<file path="src/rtl/eth_tx_arb.sv">
// rtl/eth_tx_arb.sv - round-robin GMII TX arbiter: preamble/SFD, payload forwarding, optional FCS, IFG
// Optional FCS append is enabled by defining ETH_TX_ARB_FCS_EN.
module eth_tx_arb #(
  parameter int N   = 2,
  parameter int IFG = 12
) (
  input  logic           clk,
  input  logic           rst_n,
  input  logic [N-1:0]   req_valid,
  input  logic [8*N-1:0] req_data,
  input  logic [N-1:0]   req_last,
  output logic [N-1:0]   req_ready,
  output logic           tx_clk,
  output logic [7:0]     tx_dat,
  output logic           tx_en,
  output logic           tx_er,
  output logic [2:0]     grant,
  output logic           busy
);
  localparam int CW = $clog2(IFG + 8);

  // Each state decides what the output registers carry on the following cycle.
  typedef enum logic [2:0] {
    IDLE = 3'd0,
    PRE  = 3'd1,
    SFD  = 3'd2,
    DATA = 3'd3,
`ifdef ETH_TX_ARB_FCS_EN
    FCS  = 3'd4,
`endif
    GAP  = 3'd5
  } state_t;

  state_t        state_q, state_d;
  logic [CW-1:0] cnt_q, cnt_d;
  logic [2:0]    ptr_q, ptr_d;
  logic [2:0]    grant_d;
  logic [7:0]    dat_d;
  logic          en_d, er_d, busy_d;
  logic [7:0]    valid8, last8;
  logic [3:0]    rr_idx;
  logic [2:0]    sel;
  logic          any_valid, cur_valid, cur_last;
  logic [7:0]    cur_data;
`ifdef ETH_TX_ARB_FCS_EN
  logic [31:0]   crc_q, crc_d, fcs;

  // Reflected CRC-32 (0xEDB88320 is 0x04C11DB7 bit-reversed), data LSB first.
  function automatic logic [31:0] crc_step(input logic [31:0] c, input logic [7:0] d);
    logic [31:0] r;
    r = c ^ {24'h0, d};
    for (int b = 0; b < 8; b++) begin
      r = r[0] ? ((r >> 1) ^ 32'hEDB88320) : (r >> 1);
    end
    return r;
  endfunction
`endif

  assign tx_clk    = clk;
  assign valid8    = 8'(req_valid);
  assign last8     = 8'(req_last);
  assign any_valid = |req_valid;
  assign cur_valid = valid8[grant];
  assign cur_last  = last8[grant];

  always_comb begin
    cur_data  = 8'h00;
    req_ready = '0;
    for (int k = 0; k < N; k++) begin
      if (grant == 3'(k)) cur_data = req_data[8*k +: 8];
      req_ready[k] = (state_q == DATA) && (grant == 3'(k));
    end
  end

  // Walk downwards so the source nearest ptr+1 is the last one written.
  always_comb begin
    sel    = '0;
    rr_idx = '0;
    for (int i = N; i >= 1; i--) begin
      rr_idx = {1'b0, ptr_q} + 4'(i);
      if (rr_idx >= 4'(N)) rr_idx = rr_idx - 4'(N);
      if (valid8[rr_idx[2:0]]) sel = rr_idx[2:0];
    end
  end

  always_comb begin
    state_d = state_q;
    cnt_d   = cnt_q;
    ptr_d   = ptr_q;
    grant_d = grant;
    dat_d   = 8'h00;
    en_d    = 1'b0;
    er_d    = 1'b0;
    busy_d  = 1'b1;
`ifdef ETH_TX_ARB_FCS_EN
    crc_d   = crc_q;
    fcs     = ~crc_q;
`endif
    case (state_q)
      IDLE: begin
        busy_d = any_valid;
        if (any_valid) begin
          grant_d = sel;
          ptr_d   = sel;
          state_d = PRE;
          cnt_d   = '0;
          en_d    = 1'b1;
          dat_d   = 8'h55;
`ifdef ETH_TX_ARB_FCS_EN
          crc_d   = 32'hFFFFFFFF;
`endif
        end
      end
      PRE: begin
        en_d  = 1'b1;
        dat_d = 8'h55;
        cnt_d = cnt_q + CW'(1);
        if (cnt_q == CW'(5)) state_d = SFD;
      end
      SFD: begin
        en_d    = 1'b1;
        dat_d   = 8'hD5;
        state_d = DATA;
      end
      DATA: begin
        en_d = 1'b1;
        if (cur_valid) begin
          dat_d = cur_data;
`ifdef ETH_TX_ARB_FCS_EN
          crc_d = crc_step(crc_q, cur_data);
`endif
          if (cur_last) begin
            cnt_d = '0;
`ifdef ETH_TX_ARB_FCS_EN
            state_d = FCS;
`else
            state_d = GAP;
`endif
          end
        end else begin
          er_d = 1'b1;
        end
      end
`ifdef ETH_TX_ARB_FCS_EN
      FCS: begin
        en_d  = 1'b1;
        cnt_d = cnt_q + CW'(1);
        case (cnt_q[1:0])
          2'd0:    dat_d = fcs[7:0];
          2'd1:    dat_d = fcs[15:8];
          2'd2:    dat_d = fcs[23:16];
          default: dat_d = fcs[31:24];
        endcase
        if (cnt_q == CW'(3)) begin
          state_d = GAP;
          cnt_d   = '0;
        end
      end
`endif
      GAP: begin
        cnt_d = cnt_q + CW'(1);
        if (cnt_q == CW'(IFG - 1)) state_d = IDLE;
      end
      default: state_d = IDLE;
    endcase
  end

  always_ff @(posedge clk or negedge rst_n) begin
    if (!rst_n) begin
      state_q <= IDLE;
      cnt_q   <= '0;
      ptr_q   <= 3'(N - 1);
      grant   <= '0;
      tx_dat  <= 8'h00;
      tx_en   <= 1'b0;
      tx_er   <= 1'b0;
      busy    <= 1'b0;
`ifdef ETH_TX_ARB_FCS_EN
      crc_q   <= 32'hFFFFFFFF;
`endif
    end else begin
      state_q <= state_d;
      cnt_q   <= cnt_d;
      ptr_q   <= ptr_d;
      grant   <= grant_d;
      tx_dat  <= dat_d;
      tx_en   <= en_d;
      tx_er   <= er_d;
      busy    <= busy_d;
`ifdef ETH_TX_ARB_FCS_EN
      crc_q   <= crc_d;
`endif
    end
  end
endmodule

</file>
<file path="config.mk">
export PLATFORM = sky130hd
export DESIGN_NAME = eth_tx_arb
export DESIGN_NICKNAME = d
export VERILOG_FILES = /design/src/rtl/eth_tx_arb.sv
export SDC_FILE = /design/constraint.sdc
export NUM_CORES = 1
export LEC_CHECK = 0
export BUFFER_PORTS_ARGS = -buffer_cell sky130_fd_sc_hd__buf_2
export CAP_MARGIN = 20
export CORE_ASPECT_RATIO = 1.75
export CORE_MARGIN = 1
export CORE_UTILIZATION = 30
export DETAILED_ROUTE_END_ITERATION = 8
export GPL_TIMING_DRIVEN = 0
export PLACE_DENSITY = 0.51
export SLEW_MARGIN = 20
export SYNTH_ARGS = -nofsm -noshare
export SYNTH_HDL_FRONTEND = slang
export SYNTH_SLANG_ARGS = --single-unit
</file>
<file path="constraint.sdc">
create_clock -name clk -period 4.5 [get_ports clk]
set_clock_uncertainty 0.05 [all_clocks]
set_input_delay 0.225 -clock clk [delete_from_list [all_inputs] [get_ports clk]]
set_output_delay 0.225 -clock clk [all_outputs]
set_load 0.01 [all_outputs]
</file>
After elaboration in Yosys (flattened, before gate mapping)
Cells that the tools add are included.
{ "op_classes": {"bitwise_logic": 0, "n_reduce_logical": 11, "n_shift": 0, "n_mux": 32, "n_lt_le_gt_ge": 5, "n_eq_ne": 12, "add_sub_neg": 5, "mul": 0, "div": 0} }
{ "op_table": {"columns": ["operator", "count"], "rows": [
  ["$pmux W8 S4", 1],
  ["$mux W3", 9],
  ["$mux W8", 3],
  ["$mux W5", 3],
  ["$pmux W3 S5", 1],
  ["$pmux W5 S3", 1],
  ["$bmux W1 S3", 4],
  ["$lt A3 B4 Y1 const B", 3],
  ["$ne A2 B2 Y1 const B", 5],
  ["$ge A4 B2 Y1 const B", 2],
  ["$mux W1", 8],
  ["$mux W7", 1],
  ["$eq A3 B1 Y1 const B", 2],
  ["$eq A3 B2 Y1 const B", 2],
  ["$logic_not A3 Y1", 2],
  ["$sub A3 B2 Y3 const B", 2],
  ["$add A5 B1 Y5 const B", 1],
  ["$eq A5 B3 Y1 const B", 1],
  ["$eq A5 B4 Y1 const B", 1],
  ["$reduce_and A5 Y1", 1],
  ["$add A3 B1 Y4 const B", 1],
  ["$add A3 B2 Y4 const B", 1],
  ["$reduce_and A4 Y1", 1],
  ["$reduce_or A2 Y1", 2],
  ["other kinds (6)", 7]
]} }
{ "totals": {"mem_bits_rw": 0, "rom_bits": 0, "n_memories": 0, "word_cells": 73, "latch_bits": 0, "reg_bits": 25} }

Logic depth before layout (Yosys ltp)
Gate-level depths: netlist of the first run.
{ "logic_depth": {"depth_word": 7, "ltp_mapped": 7} }

==> metrics, run 1 <==
hold path startpoint=req_data[1]; die width=51.3 um; Net Count, Synth=152; Vias/cell=4.89; Hold Path Depth=3; Core Util, Final=39.4%; crit path capture type=output port; Post-Place Setup Slack=1.75 ns; Initial Util=31.0%; vias in the first global route=~980; WP data required=4.22 ns; pwr dens=532 mW/mm^2; Synth cell types=39; Final setup viols=0; crit-path most repeated cell=clkbuf_8; global route total overflow=0; unrepaired setup endpoints after global routing=false; register area share after synthesis=45.3%; Fin Hold WS=0.0477 ns; crit start category=clock port; PortBufs=38; layout cells sized above 1=32.7%; most frequent cells in the layout=buf_2 (40), dfrtp_1 (22), nor2_1 (11); antenna violations before repair=0; Skew-Pair Late Insertion Delay=0.36 ns; Antenna Nets Post-Route=0; Multi-input gate area=about 630 sq um; worst path cell trace=clkbuf_8, clkbuf_8, buf_4, buf_2; 1st-pass router iterations=5; global placer's final weighted congestion=0.756; Crit-path slowest cell=clkbuf_8; Overall Global Routing Usage=about 13%; final wirelength=~2.8 mm; Mapped Cells=122; Avg Cell Area, Syn=10.4 sq um; Slew HR=65.3%; Worst-Margin Slew=0.513 ns; Yosys top cell area share=~43%; placed cells=209; worst reg2reg path depth=7; Setup TNS=0 ns; number of synthesized flops with an enable pin=0; Die Y=88.2 um; DRC viols=0; largest net degree at the start of global routing=24; synth warn=0; number of max-cap violations=0; # diodes=0; DR WL/cell=between 10 and 15 um; flop2flop setup slack=2.46 ns; CTS clk-pin slew, worst paths=around 0.08 ns; routed vias=1062; peak supply drop=approximately 0.00046 V; Min-Delay Path Class=in -> reg; reg2reg end=grant[0]; synth top area cells=dfrtp_1 (43%), ha_1 (7.9%), mux2i_1 (7.1%); most common cell after layout, fill and taps aside=buf_2; Fillers=between 400 and 500; I/O Pins=39; critical path arrival=2.72 ns; CTS tree=built; worst r2r src=grant[1]; Final Hold Vio Count=0; Layout Nets=199; Rows=31; Final WS setup=roughly 1.5 ns; Post-Synthesis Cell Area=~0.0013 sq mm; Async S/R FF share, synth=100%; DR iter-0 viols=35; WHS Endpoint=tx_dat[1]; die area=~0.0045 sq mm; Crit Path Max Fanout=2; Pins Over Slew Limit=0; first-pass GRT wire length=roughly 4.4 mm; fin cells=217; Area growth syn-to-layout=27.3%; #FFs+latches synth=23; Sequential cell area=between 500 and 600 sq um; core area=0.00411 sq mm; Final HPWL DP=2.09 mm; Main synth FF type=dfrtp_1; critical path class=clk -> out; status=completed; area leader, netlist=dfrtp_1; CP max stage delay=0.12 ns; standby leakage power=0.777 nW
==> worst max path at each step <==
stage / slack [ns] / endpoint / from / cells past startpoint
after floorplan: 1.86 / tx_clk / clk / 1
after global placement: 1.75 / tx_clk / clk / 2
after detailed placement: 1.75 / tx_clk / clk / 2
after CTS: 1.50 / tx_clk / clk / 4
after global routing: 1.50 / tx_clk / clk / 4
final: 1.51 / tx_clk / clk / 4
==> metrics by stage <==
step | cell area [sq um] | total power [mW]
2_1_floorplan | 1270 | 0.565
3_3_place_gp | 1530 | 0.663
3_5_place_dp | 1530 | 0.673
4_1_cts | 1620 | 0.876
5_1_grt | 1620 | 0.937
6_report | 1620 | 0.863
==> cells by family after synthesis <==
logic type / count (synthesis) / share of synthesized area [%]
AOI/OAI and AO/OA: 24 / 13.9
xor gates and xnor gates: 5 / 3.44
DFF: 23 / 45.3
and+or+nand+nor: 37 / 15.9
adders and majority gates: 8 / 7.86
muxes: 10 / 7.96
buffers and inverters: 15 / 5.60
==> state kept, by name, indices dropped and copies added, names as in the netlist <==
| signal | count |
|---|---|
| ptr_q | 1 |
| busy | 1 |
| state_q | 3 |
| tx_er | 1 |
| tx_dat | 8 |
| cnt_q | 5 |
| tx_en | 1 |
| grant | 3 |
==> cells in the mapped netlist, drive strengths merged (3+ instances only) <==
master / instances
nand2: 6
nor4: 4
buf: 5
a21oi: 3
mux2i: 9
nor2: 11
dfrtp: 22
o2bb2ai: 4
nor3: 3
o21ai: 5
ha: 8
nand3: 5
clkbuf: 4
inv: 6
xnor2: 3
==> final cells by class <==
class                      instances  area share [%]
inverter                           6            1.39
tap                               49            3.78
timing repair buffer              38            12.0
multi-input combinational         84            38.6
sequential                        23            35.6
clock buffer                       8            5.63
buffer                             9            3.01
==> power by group <==
group | switching [mW] | internal [mW]
logic | 0.182 | 0.144
registers | 0.0441 | 0.269
clock network | 0.0867 | 0.136
==> routing by layer <==
metal	vias up	share of wire (%)	global-route usage [%]
met5	-	0	0
met4	0	2.4	9.34
met3	6	5.4	3.47
met2	37	50	22.2
met1	497	42	14.6
li1	522	-	-
==> critical path, delay by kind of cell <==
family | cells | cell delay (ns)
buffers and inverters | 4 | 0.46
==> repair_timing <==
item	CTS	global route
buffers inserted	0	0
hold endpoints to repair	22	0
hold buffers	1	0
gates resized for setup	0	0
(Power assumes the default switching activity.)
==> run 2, diff against run 1 <==
Settings changed: PLACE_DENSITY 0.51 to 0.53.
Clock period 4.5 ns to 2.56 ns, I/O delays scaled along.
==> run 2 against run 1 <==
Worst hold slack lost 0.039 ns. Critical path depth up 3. Via count increased by 2.5%. Critical path type is now reg -> reg. Largest power group unchanged.
==> metrics, run 2 (synthesis gave the netlist of run 1 again) <==
final wirelength=between 3 and 4 mm; Layout Nets=208; sequential share of power=35.6%; DR iter-0 viols=16; CTS clk-pin slew, worst paths=0.08 ns; WHS Endpoint=tx_dat[2]; Setup Fix Bufs, Post-CTS=0; Fillers=about 440; largest net degree at the start of global routing=24; Rows=31; Pins Over Slew Limit=0; Top Usage Layer GRT=met2; global placer's final weighted congestion=0.789; most frequent cells in the layout=buf_2 (40), dfrtp_1 (22), nor2_1 (11); clock power share=~26%; minimum clock period=2.00 ns; Vias/cell=4.82; 1st-pass router iterations=4; Skew-Pair Late Insertion Delay=0.37 ns; pwr dens=907 mW/mm^2; worst r2r src=grant[1]; critical path class=reg -> reg; Core Util, Final=between 40% and 50%; peak supply drop=0.000439 V; sw frac=36.3%; Fmax=499 MHz; I/O Pins=39; reg2reg end=grant[0]; Min-Delay Path Class=in -> reg; vias in the first global route=1096; WP data required=roughly 2.8 ns; Crit Path Max Fanout=7; antenna violations before repair=0; Final setup viols=0; first-pass GRT wire length=around 4.8 mm; PortBufs=38; Final Hold Vio Count=0; Hold Path Depth=3; status=completed; standby leakage power=0.816 nW; Global Route met2 Usage=24.6%; hold path startpoint=req_data[10]; switching power=between 0.5 and 0.6 mW; Slew HR=between 60% and 70%; DRC viols=0; crit start category=register; Final HPWL DP=2.17 mm; CTS tree=built; biggest regs=tx_dat (8), cnt_q (5); layout cells sized above 1=a little under a third; Pint=0.989 mW; crit path capture type=register; critical path arrival=2.26 ns; number of max-cap violations=0; Die Y=roughly 90 um; global route total overflow=0; # diodes=0; Antenna Nets Post-Route=0; flop2flop setup slack=0.56 ns; Area growth syn-to-layout=34.4%; die width=51.3 um; met1 usage=15.9%; Top reg by flops=tx_dat; DR WL/cell=about 13 um; core area=just over 0.004 sq mm; most common cell after layout, fill and taps aside=buf_2; Overall Global Routing Usage=14.5%; crit share post-route=78.3%; unrepaired setup endpoints after global routing=false; Worst-Margin Slew=0.536 ns; Gate power share=38.9%; die area=0.00452 sq mm; routed vias=1089; Setup TNS=0 ns; met3 GRT Util=between 3 and 4%; worst reg2reg path depth=7; Initial Util=31.0%; max FFs per register=8
[run 2: worst max path at each step]
stage,from,end
4_1_cts,grant[1],ptr_q[0]
2_1_floorplan,grant[1],grant[0]
6_report,grant[1],grant[0]
3_5_place_dp,grant[1],ptr_q[0]
3_3_place_gp,grant[1],grant[0]
5_1_grt,grant[1],grant[0]
[run 2: metrics by stage]
stage | cells | area [sq um] | hold slack, ns | worst slack (ns) | total power, mW
floorplan | 122 | 1270 | -0.218 | 0.761 | 0.993
global placement | 209 | 1530 | 0.0908 | 0.592 | 1.16
detailed placement | 209 | 1530 | 0.105 | 0.556 | 1.19
CTS | 226 | 1710 | 0.00395 | 0.533 | 1.57
global route | 226 | 1710 | 0.0501 | 0.276 | 1.67
finish | 226 | 1710 | 0.00857 | 0.555 | 1.55
[run 2: final cells by class]
type / count / area (sq um) / area share, %
timing repair buffer: 47 / 285 / 16.7
inverter: 6 / 22.5 / 1.32
clock buffer: 8 / 91.3 / 5.34
multi-input combinational: 84 / 626 / 36.5
sequential: 23 / 577 / 33.7
tap: 49 / 61.3 / 3.58
buffer: 9 / 48.8 / 2.85
[run 2: power by group through the flow]
stage	clock (mW)	combinational (mW)	sequential [mW]
after floorplan	0.0322	0.388	0.573
after global placement	0.0446	0.561	0.556
after detailed placement	0.0446	0.581	0.561
after CTS	0.406	0.611	0.554
after global routing	0.427	0.681	0.567
final	0.395	0.604	0.553
[run 2: per-layer routing]
metal  wire [um]  up-vias
li1            -      537
met1        1170      516
met2        1660       25
met3         100       11
met4          91        0
met5           0        -
[run 2: worst max-delay path: stages, from the launching register on]
cell	delay, ns
dfrtp_1	0.40
clkbuf_1	0.36
inv_1	0.18
ha_1	0.33
o21bai_1	0.15
a311oi_1	0.25
nand3_1	0.13
nand2_1	0.09
[run 2: repair_timing]
item / CTS / global route
endpoints found under the hold margin: 27 / 0
resized for setup: 0 / 0
hold buffers: 10 / 0
endpoints found under the setup margin: 0 / 0
